===== config.mk =====
export PLATFORM = sky130hd
export DESIGN_NAME = riscv_core_amo_unit
export DESIGN_NICKNAME = d
export VERILOG_FILES = /design/src/rtl/riscv_core_amo_unit.sv
export SDC_FILE = /design/constraint.sdc
export NUM_CORES = 1
export LEC_CHECK = 0
export BUFFER_PORTS_ARGS = -buffer_cell sky130_fd_sc_hd__buf_2
export CAP_MARGIN = 20
export CORE_MARGIN = 10
export CORE_UTILIZATION = 60
export DETAILED_ROUTE_END_ITERATION = 8
export PLACE_DENSITY = 0.93
export SLEW_MARGIN = 20
export SYNTH_ARGS = -nofsm -noshare
export SYNTH_HDL_FRONTEND = slang
export SYNTH_SLANG_ARGS = --single-unit

===== constraint.sdc =====
create_clock -name i_clk -period 12.7 [get_ports i_clk]
set_input_delay 1.27 -clock i_clk [delete_from_list [all_inputs] [get_ports i_clk]]
set_output_delay 1.27 -clock i_clk [all_outputs]
set_load 0.1 [all_outputs]

===== src/rtl/riscv_core_amo_unit.sv =====
// riscv_core_amo_unit
//   Read-modify-write sequencer for RISC-V A-extension AMO instructions.
//   It takes one AMO request from the core, reads the aligned 64-bit word,
//   applies the combine function, writes the result back and returns the
//   original memory value. Only one operation is in flight. The core is held
//   off through o_req_ready until the response handshake completes.
//
//   Optional feature macro: RISCV_AMO_WORD_EN
//     defined   : .W (32-bit) AMOs are supported on either half of the word.
//     undefined : any .W request is answered with o_rsp_err and no memory
//                 access, and no 32-bit combine or byte-enable logic exists.
//
// Ports
//   i_clk, i_rst           clock and synchronous active-high reset
//   i_req_*, o_req_ready   AMO request from the core (addr, rs2, op, .W flag)
//   o_rsp_*, i_rsp_ready   response to the core (original value, error flag)
//   o_mem_*, i_mem_*       single-port data-memory request/response channel
module riscv_core_amo_unit #(
   parameter int DATA_WIDTH = 64,
   parameter int ADDR_WIDTH = 64
) (
   input  logic                    i_clk,
   input  logic                    i_rst,
   input  logic                    i_req_valid,
   output logic                    o_req_ready,
   input  logic [ADDR_WIDTH-1:0]   i_req_addr,
   input  logic [DATA_WIDTH-1:0]   i_req_data,
   input  logic [3:0]              i_req_amo_op,
   input  logic                    i_req_word,
   output logic                    o_rsp_valid,
   input  logic                    i_rsp_ready,
   output logic [DATA_WIDTH-1:0]   o_rsp_data,
   output logic                    o_rsp_err,
   output logic                    o_mem_req_valid,
   input  logic                    i_mem_req_ready,
   output logic                    o_mem_we,
   output logic [ADDR_WIDTH-1:0]   o_mem_addr,
   output logic [DATA_WIDTH-1:0]   o_mem_wdata,
   output logic [DATA_WIDTH/8-1:0] o_mem_be,
   input  logic                    i_mem_rsp_valid,
   input  logic [DATA_WIDTH-1:0]   i_mem_rdata
);

   localparam int BE_W = DATA_WIDTH / 8;
   localparam logic [BE_W-1:0] BE_ALL = '1;

   localparam logic [3:0] OP_SWAP = 4'd0;
   localparam logic [3:0] OP_ADD  = 4'd1;
   localparam logic [3:0] OP_AND  = 4'd2;
   localparam logic [3:0] OP_OR   = 4'd3;
   localparam logic [3:0] OP_XOR  = 4'd4;
   localparam logic [3:0] OP_MAX  = 4'd5;
   localparam logic [3:0] OP_MIN  = 4'd6;
   localparam logic [3:0] OP_MAXU = 4'd7;
   localparam logic [3:0] OP_MINU = 4'd8;

   typedef enum logic [2:0] {IDLE, RD_REQ, RD_WAIT, WR_REQ, WR_WAIT, RSP} state_t;

   state_t                  state;
   logic [DATA_WIDTH-1:0]   data_q;
   logic [3:0]              op_q;
   // Holds the value returned to the core, already formatted (sign-extended
   // half for .W) so the response stage is a plain copy.
   logic [DATA_WIDTH-1:0]   old_q;
   logic                    req_err;

   function automatic logic [DATA_WIDTH-1:0] amo_combine_d(
      input logic [3:0]            op,
      input logic [DATA_WIDTH-1:0] mem,
      input logic [DATA_WIDTH-1:0] rs2
   );
      logic signed [DATA_WIDTH-1:0] mem_s;
      logic signed [DATA_WIDTH-1:0] rs2_s;
      mem_s = mem;
      rs2_s = rs2;
      case (op)
         OP_SWAP: return rs2;
         OP_ADD:  return mem + rs2;
         OP_AND:  return mem & rs2;
         OP_OR:   return mem | rs2;
         OP_XOR:  return mem ^ rs2;
         OP_MAX:  return (mem_s > rs2_s) ? mem : rs2;
         OP_MIN:  return (mem_s < rs2_s) ? mem : rs2;
         OP_MAXU: return (mem > rs2) ? mem : rs2;
         OP_MINU: return (mem < rs2) ? mem : rs2;
         default: return mem;
      endcase
   endfunction

`ifdef RISCV_AMO_WORD_EN
   localparam int HALF = DATA_WIDTH / 2;
   localparam logic [BE_W-1:0] BE_LO = {{(BE_W/2){1'b0}}, {(BE_W/2){1'b1}}};
   localparam logic [BE_W-1:0] BE_HI = ~BE_LO;

   logic            word_q;
   logic            hi_q;
   logic [HALF-1:0] rd_half;
   logic [HALF-1:0] wr_half;

   function automatic logic [HALF-1:0] amo_combine_w(
      input logic [3:0]      op,
      input logic [HALF-1:0] mem,
      input logic [HALF-1:0] rs2
   );
      logic signed [HALF-1:0] mem_s;
      logic signed [HALF-1:0] rs2_s;
      mem_s = mem;
      rs2_s = rs2;
      case (op)
         OP_SWAP: return rs2;
         OP_ADD:  return mem + rs2;
         OP_AND:  return mem & rs2;
         OP_OR:   return mem | rs2;
         OP_XOR:  return mem ^ rs2;
         OP_MAX:  return (mem_s > rs2_s) ? mem : rs2;
         OP_MIN:  return (mem_s < rs2_s) ? mem : rs2;
         OP_MAXU: return (mem > rs2) ? mem : rs2;
         OP_MINU: return (mem < rs2) ? mem : rs2;
         default: return mem;
      endcase
   endfunction

   // addr[2] picks the upper half of the 64-bit word
   assign rd_half = hi_q ? i_mem_rdata[DATA_WIDTH-1:HALF] : i_mem_rdata[HALF-1:0];
   assign wr_half = amo_combine_w(op_q, rd_half, data_q[HALF-1:0]);
`endif

   // Request screening: misalignment, illegal opcode, unsupported .W
   always_comb begin
      req_err = (i_req_amo_op > OP_MINU);
`ifdef RISCV_AMO_WORD_EN
      if (i_req_word) begin
         req_err = req_err | (i_req_addr[1:0] != 2'b00);
      end else begin
         req_err = req_err | (i_req_addr[2:0] != 3'b000);
      end
`else
      req_err = req_err | i_req_word | (i_req_addr[2:0] != 3'b000);
`endif
   end

   assign o_req_ready = (state == IDLE);

   always_ff @(posedge i_clk) begin
      if (i_rst) begin
         state           <= IDLE;
         o_rsp_valid     <= 1'b0;
         o_rsp_data      <= '0;
         o_rsp_err       <= 1'b0;
         o_mem_req_valid <= 1'b0;
         o_mem_we        <= 1'b0;
         o_mem_addr      <= '0;
         o_mem_wdata     <= '0;
         o_mem_be        <= '0;
      end else begin
         case (state)
            // ---- accept: latch operands, screen, launch read or error ----
            IDLE: begin
               if (i_req_valid) begin
                  data_q <= i_req_data;
                  op_q   <= i_req_amo_op;
`ifdef RISCV_AMO_WORD_EN
                  word_q <= i_req_word;
                  hi_q   <= i_req_addr[2];
`endif
                  if (req_err) begin
                     state       <= RSP;
                     o_rsp_valid <= 1'b1;
                     o_rsp_data  <= '0;
                     o_rsp_err   <= 1'b1;
                  end else begin
                     state           <= RD_REQ;
                     o_mem_req_valid <= 1'b1;
                     o_mem_we        <= 1'b0;
                     o_mem_addr      <= {i_req_addr[ADDR_WIDTH-1:3], 3'b000};
                     o_mem_wdata     <= '0;
                     o_mem_be        <= BE_ALL;
                  end
               end
            end
            // ---- read request issue ----
            RD_REQ: begin
               if (i_mem_req_ready) begin
                  state           <= RD_WAIT;
                  o_mem_req_valid <= 1'b0;
               end
            end
            // ---- read data: combine and stage the write ----
            RD_WAIT: begin
               if (i_mem_rsp_valid) begin
                  state           <= WR_REQ;
                  o_mem_req_valid <= 1'b1;
                  o_mem_we        <= 1'b1;
`ifdef RISCV_AMO_WORD_EN
                  if (word_q) begin
                     old_q       <= {{HALF{rd_half[HALF-1]}}, rd_half};
                     o_mem_wdata <= hi_q ? {wr_half, {HALF{1'b0}}}
                                         : {{HALF{1'b0}}, wr_half};
                     o_mem_be    <= hi_q ? BE_HI : BE_LO;
                  end else
`endif
                  begin
                     old_q       <= i_mem_rdata;
                     o_mem_wdata <= amo_combine_d(op_q, i_mem_rdata, data_q);
                     o_mem_be    <= BE_ALL;
                  end
               end
            end
            // ---- write request issue ----
            WR_REQ: begin
               if (i_mem_req_ready) begin
                  state           <= WR_WAIT;
                  o_mem_req_valid <= 1'b0;
               end
            end
            // ---- write acknowledge ----
            WR_WAIT: begin
               if (i_mem_rsp_valid) begin
                  state       <= RSP;
                  o_rsp_valid <= 1'b1;
                  o_rsp_data  <= old_q;
                  o_rsp_err   <= 1'b0;
               end
            end
            // ---- response to core, held until taken ----
            RSP: begin
               if (i_rsp_ready) begin
                  state       <= IDLE;
                  o_rsp_valid <= 1'b0;
               end
            end
            default: state <= IDLE;
         endcase
      end
   end

endmodule


==> reports/qor.csv <==
stage;metric;value;unit
outcome;status;finished clean;
clock_tree;cts bufs inserted;35;
critical_path;reg2reg end;o_mem_wdata[57];
placement;Port Buffer Count;404;
sta;final hold vios;0;
yosys;share of the synthesized area in the top cell type;0.196;
yosys;most frequent cell after synthesis;a21oi_1;
clock_tree;Post-CTS Repair Setup Buffers;0;
clock_tree;hold_buf cts;0;
yosys;Warnings, synthesis;0;
critical_path;register-to-register setup slack;7.65;ns
global_routing;GRT Util Overall;0.327;
global_routing;number of global-route vias before repair;19600;
yosys;EDFF count, synth;132;
cells_and_area;Final Util;0.703;
placement;post-DP HPWL;50.5;mm
yosys;syn avg cell area;8.78;um^2
yosys;synth unique cells;81;
hold_path;hold wc startpoint;o_mem_addr[7];
yosys;top cells by count, synth;a21oi_1 (263), nand2_1 (242), dfxtp_1 (197);
critical_path;critical path class;primary input to flip-flop;
yosys;FF+latch count, synth;329;
floorplan;# rows;67;
yosys;Cell Area, Synth;20200;um^2
yosys;ys async rst share;0;
clock_tree;clk_lat worst skew;0.55;ns
sta;fin crit period;5.45;ns
yosys;post-synthesis mux area share;0.00408;
sta;final period utilization;0.429;
hold_path;min-delay worst type;flip-flop to flip-flop;
sta;fin worst setup slack;7.25;ns
placement;Inst Count DP;3010;
clock_tree;Reg clk slew, reported paths;0.06;ns
yosys;cells after synthesis;2306;
clock_tree;clk buf depth;3;
critical_path;worst r2r path cells;13;
cells_and_area;area delta synth->final;16.2;%
floorplan;Initial Utilization;0.605;
global_routing;residual overflow from global routing;0;
critical_path;WP data arrival;5.82;ns
hold_path;WHS Path Cells;2;
cells_and_area;share of layout cells above drive strength 1;0.206;
placement;routability congestion estimate;0.963;
sta;Final setup viols;0;
yosys;Synth Area in XOR/XNOR;0.0216;
placement;pre-CTS setup slack;6.90;ns
cells_and_area;Sequential Area;7910;um^2
yosys;largest family of logic cells by synthesized area;compound AO/OA/AOI/OAI gates;
routing;# DRC;0;
global_routing;largest net degree at the start of global routing;83;
critical_path;worst path cell trace;buf_2 > inv_1 > ha_1 > inv_1 > a221oi_1 > nor2_1 > a211oi_1 > o221ai_1 > a2111oi_4 > mux2_2 > nand3_4 > a221o_1 > a221oi_1 > a2111oi_0;
floorplan;Die W;204;um
sta;Achievable Freq;184;MHz
routing;final WL;71.7;mm
floorplan;I/O pin total;408;
clock_tree;CTS tree;built;
cells_and_area;area occupied by multi-input gates;11100;um^2
flow_run;Max Cap Violations;0;
yosys;register area share after synthesis;0.391;
floorplan;CORE AREA;33400;um^2
routing;Final ANT Viol Nets;0;
yosys;Adder-Cell Fraction of Synth Area;0.120;
sta;Final Slew Violations;0;
critical_path;Critical Path RT;13.07;ns
sta;setup repair after global routing missed its margin;no;
global_routing;initial antenna violation count;2;
clock_tree;CTS sink cnt;329;
routing;wire per inst;23.3;um
yosys;area fraction in compound gates after synthesis;0.268;
sta;max_slew headroom;0.255;
critical_path;Max stage delay cell, worst path;a2111oi_4;
critical_path;RR Startpoint;data_q[21];
clock_tree;root buf cell;clkbuf_16;
yosys;dominant synthesized flop cell;dfxtp_1;
pwr;Pwr Density;153;nW/um^2
floorplan;chip height;204;um
clock_tree;Post-CTS Resized;0;
sta;Final Skew;0.0275;ns
routing;DRT iter0 DRCs;2183;
critical_path;CP max stage delay;0.72;ns
yosys;Synth area leaders;edfxtp_1 (20%), dfxtp_1 (19%), ha_1 (12%);
sta;setup_tns;0;ns
cells_and_area;fin nets;2995;
critical_path;Worst Path Max Fanout;53;
yosys;post-synth top area cell;edfxtp_1;
pwr;Worst IR Drop VDD;0.000122;V
routing;Vias;19900;
routing;drt via density;6.47;
clock_tree;H-Tree Depth;2;
global_routing;first-pass GRT wire length;109;mm
routing;length of the first detailed-routing pass in iterations;8;
hold_path;Worst Hold End;o_mem_addr[7];
floorplan;die area;41500;um^2
cells_and_area;# fillers;2511;
yosys;area share of and/or/nand/nor cells after synthesis;0.128;
pwr;Pleak;10.4;nW
sta;Worst-Margin Slew;1.12;ns
critical_path;CP Capture Type;flip-flop;
cells_and_area;Layout Cells excl Fill;3076;
critical_path;CP Launch Type;primary input;
[worst max-delay path: cells and delay by family]
| family | cells | cell delay, ns |
|---|---|---|
| AND/OR/NAND/NOR | 2 | 0.76 |
| multiplexers | 1 | 0.33 |
| AO/OA/AOI/OAI | 7 | 2.69 |
| adder cells (fa/ha/maj) | 1 | 0.43 |
| buffers and inverters | 3 | 0.33 |
[state kept, by name, indices dropped and copies added (netlist names), 3 cells and up]
register / flops
state: 3
o_mem_addr: 61
old_q: 64
data_q: 64
o_mem_wdata: 64
o_rsp_data: 64
op_q: 4
[where the power goes]
part	internal (mW)	switching [mW]	total, mW
Combinational	0.362	0.949	1.31
Sequential	1.18	0.0652	1.25
Clock	0.600	0.435	1.04
Total	2.15	1.45	3.60
[how the worst max path moves through the flow]
stage | from | to | slack (ns) | cells past startpoint
after CTS | i_mem_rdata[22] | o_mem_wdata[49] | 7.39 | 14
after global routing | i_mem_rdata[22] | o_mem_wdata[57] | 7.01 | 14
after global placement | i_mem_rdata[38] | o_mem_wdata[51] | 7.04 | 13
after detailed placement | i_mem_rdata[22] | o_mem_wdata[57] | 6.90 | 14
final | i_mem_rdata[22] | o_mem_wdata[57] | 7.25 | 14
after floorplan | state[1] | data_q[0] | 6.25 | 4
[cells by family after synthesis]
| logic type | count (synthesis) |
|---|---|
| and+or+nand+nor | 581 |
| AOI/OAI and AO/OA | 809 |
| adders and majority gates | 193 |
| xor gates and xnor gates | 50 |
| buffers and inverters | 335 |
| DFF | 329 |
| muxes | 8 |
| other | 1 |
[through the flow]
| step | instance area (um^2) | hold slack (ns) | power [mW] |
|---|---|---|---|
| 2_1_floorplan | 20200 | 0.472 | 2.23 |
| 3_3_place_gp | 22300 | 0.432 | 2.51 |
| 3_5_place_dp | 22300 | 0.441 | 2.54 |
| 4_1_cts | 23500 | 0.454 | 3.58 |
| 5_1_grt | 23500 | 0.471 | 3.73 |
| 6_report | 23500 | 0.451 | 3.60 |
[cell type report]
type,instances,share of cell area
diodes,2,0.000213
clock buffers,49,0.0443
clock inverters,15,0.00558
inverters,161,0.0257
multi-input cells,1644,0.470
flip-flops and latches,329,0.336
well taps,448,0.0238
repair buffers,428,0.0938
[cell usage in the layout, fill, tap and decap left out, types with 19 or more instances in the layout]
cell type,synthesis,routed
buf_2,12,404
a21oi_1,263,263
nand2_1,242,242
dfxtp_1,197,197
ha_1,192,192
nor2_1,173,169
inv_1,160,160
o21ai_0,137,137
edfxtp_1,132,132
a221oi_1,92,92
a22oi_1,79,79
a21o_1,44,44
nor3_1,42,40
clkbuf_16,0,38
xnor2_1,36,36
buf_4,15,23
o211ai_1,21,21
o21bai_1,19,19
[routing by layer]
metal	GRT usage	wire length [um]
met1	0.382	27100
met2	0.559	34400
met3	0.0663	6750
met4	0.164	3450
met5	0	7
(Power assumes the default switching activity.)
